### src/rtl/operand_read_stage_pkg.sv
// Shared constants and types for the operand read stage.
//   DATA_WIDTH    operand / result width
//   REG_NUM_WIDTH register number width (r0 reads as zero)
//   REG_FILE_SIZE number of architectural registers
//   CTRL_WIDTH    opaque decoded control bundle width
//   NUM_SRC       source operands per instruction (one bypass lane each)
package operand_read_stage_pkg;

    localparam int DATA_WIDTH    = 32;
    localparam int REG_NUM_WIDTH = 3;
    localparam int REG_FILE_SIZE = 1 << REG_NUM_WIDTH;
    localparam int CTRL_WIDTH    = 8;
    localparam int NUM_SRC       = 2;

    typedef logic [DATA_WIDTH-1:0]    DataPath;
    typedef logic [REG_NUM_WIDTH-1:0] RegNumPath;
    typedef logic [CTRL_WIDTH-1:0]    CtrlPath;

    // ID/EX pipeline register contents
    typedef struct packed {
        logic      valid;
        logic      wrEn;
        logic      isLoad;
        RegNumPath wrNum;
        DataPath   opA;
        DataPath   opB;
        CtrlPath   ctrl;
    } IdExBundle;

endpackage

### src/rtl/operand_read_stage_bypass_mux.sv
// bypass_mux: resolves one source operand.
// Priority: unused source or r0 -> 0, EX result hit, WB hit, register file.
// Ports:
//   rs, useSrc                  source register number / source is read
//   rfData                      register-file read data
//   exrValid/exrWrEn/exrWrNum/exrData  EX-stage forward
//   wbWrEn/wbWrNum/wbData       writeback forward
//   operand                     resolved operand
module bypass_mux
    import operand_read_stage_pkg::*;
(
    input  RegNumPath rs,
    input  logic      useSrc,
    input  DataPath   rfData,
    input  logic      exrValid,
    input  logic      exrWrEn,
    input  RegNumPath exrWrNum,
    input  DataPath   exrData,
    input  logic      wbWrEn,
    input  RegNumPath wbWrNum,
    input  DataPath   wbData,
    output DataPath   operand
);

    // EX is checked before WB: it holds the younger value for the same register.
    always_comb begin
        operand = rfData;
        if (!useSrc || rs == '0)
            operand = '0;
        else if (exrValid && exrWrEn && exrWrNum == rs)
            operand = exrData;
        else if (wbWrEn && wbWrNum == rs)
            operand = wbData;
    end

endmodule

### src/rtl/operand_read_stage.sv
// operand_read_stage: decode-to-execute boundary.
// Drives register-file read numbers, bypasses EX/WB results into the operands,
// detects load-use hazards and holds the ID/EX pipeline register.
// Optional feature macro: OPERAND_READ_PERF_EN adds perf_stall_cnt, a saturating
// count of cycles lost to load-use bubbles.
// Ports:
//   clk, rst                      clock, async active-high reset
//   id_*                          decoded instruction in ID
//   id_stall                      hold fetch/decode (combinational)
//   rf_rd_num_a/b, rf_rd_data_a/b register-file read ports
//   exr_*                         EX-stage result forward
//   wb_*                          writeback forward
//   flush, ex_stall               kill entry into EX / EX back-pressure
//   ex_*                          registered ID/EX outputs
//   perf_stall_cnt                load-use stall cycles (macro only)
module operand_read_stage
    import operand_read_stage_pkg::*;
(
    input  logic      clk,
    input  logic      rst,
    input  logic      id_valid,
    input  RegNumPath id_rs_a,
    input  RegNumPath id_rs_b,
    input  logic      id_use_a,
    input  logic      id_use_b,
    input  RegNumPath id_wr_num,
    input  logic      id_wr_en,
    input  logic      id_is_load,
    input  CtrlPath   id_ctrl,
    output logic      id_stall,
    output RegNumPath rf_rd_num_a,
    output RegNumPath rf_rd_num_b,
    input  DataPath   rf_rd_data_a,
    input  DataPath   rf_rd_data_b,
    input  logic      exr_valid,
    input  logic      exr_wr_en,
    input  RegNumPath exr_wr_num,
    input  DataPath   exr_data,
    input  logic      wb_wr_en,
    input  RegNumPath wb_wr_num,
    input  DataPath   wb_data,
    input  logic      flush,
    input  logic      ex_stall,
    output logic      ex_valid,
    output logic      ex_wr_en,
    output logic      ex_is_load,
    output DataPath   ex_op_a,
    output DataPath   ex_op_b,
    output RegNumPath ex_wr_num,
    output CtrlPath   ex_ctrl
`ifdef OPERAND_READ_PERF_EN
    ,
    output logic [31:0] perf_stall_cnt
`endif
);

    IdExBundle exq;
    IdExBundle idNext;

    RegNumPath [NUM_SRC-1:0] srcNum;
    logic      [NUM_SRC-1:0] srcUse;
    DataPath   [NUM_SRC-1:0] srcRf;
    DataPath   [NUM_SRC-1:0] srcOp;
    logic      [NUM_SRC-1:0] srcDep;
    logic                    hz;

    assign rf_rd_num_a = id_rs_a;
    assign rf_rd_num_b = id_rs_b;

    assign srcNum = {id_rs_b, id_rs_a};
    assign srcUse = {id_use_b, id_use_a};
    assign srcRf  = {rf_rd_data_b, rf_rd_data_a};

    for (genvar s = 0; s < NUM_SRC; s++) begin : gSrc
        bypass_mux uMux (
            .rs       (srcNum[s]),
            .useSrc   (srcUse[s]),
            .rfData   (srcRf[s]),
            .exrValid (exr_valid),
            .exrWrEn  (exr_wr_en),
            .exrWrNum (exr_wr_num),
            .exrData  (exr_data),
            .wbWrEn   (wb_wr_en),
            .wbWrNum  (wb_wr_num),
            .wbData   (wb_data),
            .operand  (srcOp[s])
        );
        assign srcDep[s] = srcUse[s] && (srcNum[s] == exq.wrNum);
    end

    // A load in EX has no data yet; a dependent instruction waits one cycle and
    // then picks the value up from the WB bypass.
    assign hz = id_valid && exq.valid && exq.isLoad && exq.wrEn &&
                (exq.wrNum != '0) && (|srcDep);

    assign id_stall = (ex_stall || hz) && !flush;

    // Side-effect flags are qualified by valid so invalid entries never write.
    always_comb begin
        idNext        = '0;
        idNext.valid  = id_valid;
        idNext.wrEn   = id_valid && id_wr_en;
        idNext.isLoad = id_valid && id_is_load;
        idNext.wrNum  = id_wr_num;
        idNext.opA    = srcOp[0];
        idNext.opB    = srcOp[1];
        idNext.ctrl   = id_ctrl;
    end

    always_ff @(posedge clk or posedge rst) begin
        if (rst) begin
            exq <= '0;
        end else if (flush) begin
            exq.valid  <= 1'b0;
            exq.wrEn   <= 1'b0;
            exq.isLoad <= 1'b0;
        end else if (!ex_stall) begin
            if (hz) begin
                exq.valid  <= 1'b0;
                exq.wrEn   <= 1'b0;
                exq.isLoad <= 1'b0;
            end else begin
                exq <= idNext;
            end
        end
    end

    assign ex_valid   = exq.valid;
    assign ex_wr_en   = exq.wrEn;
    assign ex_is_load = exq.isLoad;
    assign ex_op_a    = exq.opA;
    assign ex_op_b    = exq.opB;
    assign ex_wr_num  = exq.wrNum;
    assign ex_ctrl    = exq.ctrl;

`ifdef OPERAND_READ_PERF_EN
    logic [31:0] perfCnt;

    // Counts only cycles where a bubble is actually inserted.
    always_ff @(posedge clk or posedge rst) begin
        if (rst)
            perfCnt <= '0;
        else if (hz && !flush && !ex_stall && !(&perfCnt))
            perfCnt <= perfCnt + 32'd1;
    end

    assign perf_stall_cnt = perfCnt;
`endif

endmodule

### config.mk
export PLATFORM = sky130hd
export DESIGN_NAME = operand_read_stage
export DESIGN_NICKNAME = d
export VERILOG_FILES = /design/src/rtl/operand_read_stage_pkg.sv /design/src/rtl/operand_read_stage_bypass_mux.sv /design/src/rtl/operand_read_stage.sv
export SDC_FILE = /design/constraint.sdc
export NUM_CORES = 1
export LEC_CHECK = 0
export ABC_AREA = 0
export CAP_MARGIN = 25
export CORE_MARGIN = 2
export CORE_UTILIZATION = 55
export CTS_CLUSTER_SIZE = 25
export DETAILED_ROUTE_END_ITERATION = 7
export DONT_BUFFER_PORTS = 1
export PLACE_DENSITY_LB_ADDON = 0.15
export SLEW_MARGIN = 30
export SYNTH_ARGS = -nofsm -noshare
export SYNTH_HDL_FRONTEND = slang
export SYNTH_SLANG_ARGS = --single-unit
### constraint.sdc
create_clock -name clk -period 3.1 [get_ports clk]
set_clock_uncertainty 0.1 [all_clocks]
set_input_delay 0.31 -clock clk [delete_from_list [all_inputs] [get_ports clk]]
set_output_delay 0.31 -clock clk [all_outputs]
set_load 0.05 [all_outputs]
==> reports/qor.yml <==
muxShareOfSynthArea: 0.208
power_leakage_nw: 2.29
std_cell_rows: 34
synth.most_common_cell: "nand2_1"
ys_seq_area_frac: 0.408
synth_edf_count: 0
synth_top_area_frac: 0.408
syn-cell-area_um2: 4780
num_vias: 3916
viasPerCell: 6.48
worst_pin_slew_ns: 0.708
cts_buffer_depth: 2
syn_avg_cell_area_um2: 9.59
cts_htree_levels: 3
busiest_layer: "met2"
power.total_mw: 3.01
grt_pass1_vias: 4107
drive_gt1_frac: 0.218
cp_max_fo: 5
pwr_density_cell_nw_per_um2: 593
synth_top_family_by_area: "multiplexers"
synth_ff_type: "dfrtp_1"
crit_required_ns: 2.69
synth_nets: 662
routed_wl_mm: 13.8
use_met3: 0.109
hpwlAfterDp_mm: 9.67
start_util: 0.557
cts-root-buf: "clkbuf_8"
critPathKind: "reg2out"
drtPass1Iterations: 5
synth_area_leaders: "dfrtp_1, mux2_4, nand2_1, a31oi_1, mux2_2"
outcome: "finished clean"
grt_max_degree: 65
drc: 0
crit_path_max_incr_delay_ns: 0.73
slew_viol_final: 0
synth-seq-cells: 78
synth.largest_area_cell: "dfrtp_1"
fin_crit_sh: 0.832
relSlewSlack: 0.527
met2_usage: 0.467
core_um2: 8590
num_io_pins: 248
clock_latency_ns: 0.35
hold_class: "in2reg"
startpoint_type: "register"
min_period_ns: 2.58
ys_async_sr_fraction: 1.00
crit_start: "ex_wr_num[1]"
finalWeightedCongestion: 0.973
min-delay-start: "ex_stall"
ys_warn_count: 0
rsz0062_at_grt: "no"
antenna_left: 0
io_buffers: 0
chipHeight_um: 97.3
synthAdderAreaFrac: 0
cp-end-kind: "primary output"
grt_pass1_wl_mm: 22.1
synth-xor-area-share: 0.0329
use_met1: 0.368
area_delta_synth_final_pct: 6.04
grt.total_usage: 0.293
tritoncts: "built"
wire_per_inst_um: 22.9
setup_viol: 0
diodes: 0
nets: 654
clk_pin_slew_ns: 0.09
overflow: 0
cts.sinks: 78
cts_buffers: 9
synthSimpleGateAreaFrac: 0.122
fin_util: 0.590
timing.rr.start: "ex_wr_num[1]"
yosys-top-cells-count: "nand2_1, dfrtp_1, a31oi_1, o21ai_0, mux2_4"
synth.distinct_cells: 24
finalSetupTns_ns: 0
synth_compound_area_frac: 0.163
max_cap_violations: 0
crit_arrival_ns: 2.17
vdd_ir_drop_max_mv: 0.339
slowest_stage: "dfrtp_1"
die_x_um: 97.3
dieArea_um2: 9460
clock.fmax_mhz: 388
hold_viol_final: 0
crit_chain: "xnor2_1 > nand4_1 > a211o_2 > a21oi_1 > buf_4"
syn_inst: 499
antenna_found_initial: 0
drtIter0Drc: 211
-- cells in the final DEF, fill, tap and decap left out, drive strengths merged --
cell         synthesis  layout
a211o                1       1
a21oi                1       1
a22oi                1       1
a31oi               64      64
a32oi                2       2
and2                 1       1
and4                 2       2
buf                 21      14
bufinv               0       1
clkbuf              25      11
clkinv               0       3
clkinvlp             0       2
dfrtp               78      78
dlygate4sd3          0      13
inv                  2       1
mux2                75      75
nand2              129     129
nand4                7       7
nor2                 4       4
nor2b                1       1
nor3                 1       1
o21ai               64      64
o31a                 2       2
xnor2               18      18
-- critical path: cells and delay by family (launching register included) --
family | cells | cell delay, ns
AOI/OAI and AO/OA | 2 | 0.57
and+or+nand+nor | 1 | 0.11
DFF | 1 | 0.73
xor gates and xnor gates | 1 | 0.19
buffers and inverters | 1 | 0.22
-- path summary, 6_finish.rpt --
| kind | to | slack (ns) | cells past startpoint |
|---|---|---|---|
| min in group asynchronous | ex_op_a[8] | 0.42 | 2 |
| worst max register to register | ex_op_a[12] | 0.59 | 6 |
| worst min register to register | ex_valid | 0.68 | 3 |
| worst min-delay path | ex_is_load | 0.01 | 2 |
| max in group asynchronous | ex_wr_num[0] | 1.72 | 3 |
| worst max-delay path | id_stall | 0.52 | 5 |
-- layout make-up --
class | count | area (um2)
Fill cell | 745 | 3520
Multi-Input combinational cell | 373 | 2520
Sequential cell | 78 | 1950
Timing Repair Buffer | 27 | 260
Clock buffer | 11 | 141
Tap cell | 108 | 135
Clock inverter | 5 | 58.8
Inverter | 2 | 8.76
-- flip-flops by register name (all words and copies together) (netlist names) --
signal and count:
ex_wr_en 1, ex_op_b 32, ex_ctrl 8, ex_wr_num 3, ex_op_a 32, ex_valid 1, ex_is_load 1
-- cells by family after synthesis --
logic type / after synthesis
muxes: 75
buffers and inverters: 48
and+or+nand+nor: 145
DFF: 78
AOI/OAI and AO/OA: 135
xor gates and xnor gates: 18
-- metrics by stage --
step	hold WS, ns	instance area [um2]	setup WS [ns]	std cells
floorplan	0.276	4780	0.544	499
global placement	0.227	4740	0.654	575
detailed placement	0.236	4740	0.614	575
CTS	0.00230	5050	0.505	602
global route	0.0130	5070	0.425	604
finish	0.0142	5070	0.520	604
-- layer usage --
layer  vias up  wire length [um]
li1       1747                 -
met1      1884              5330
met2       250              6620
met3        35              1510
met4         0               367
met5         -                 0
-- timing repair --
item,in CTS,in global routing
hold buffers,11,2
setup endpoints to repair,0,0
hold endpoints to repair,50,2
buffers inserted,0,0
resized for setup,0,0
-- report_power, final --
group,switching (mW),internal (mW)
clock network,0.383,0.395
logic,0.212,0.258
registers,0.615,1.14
Note: power is estimated with default switching activity, not from simulation.
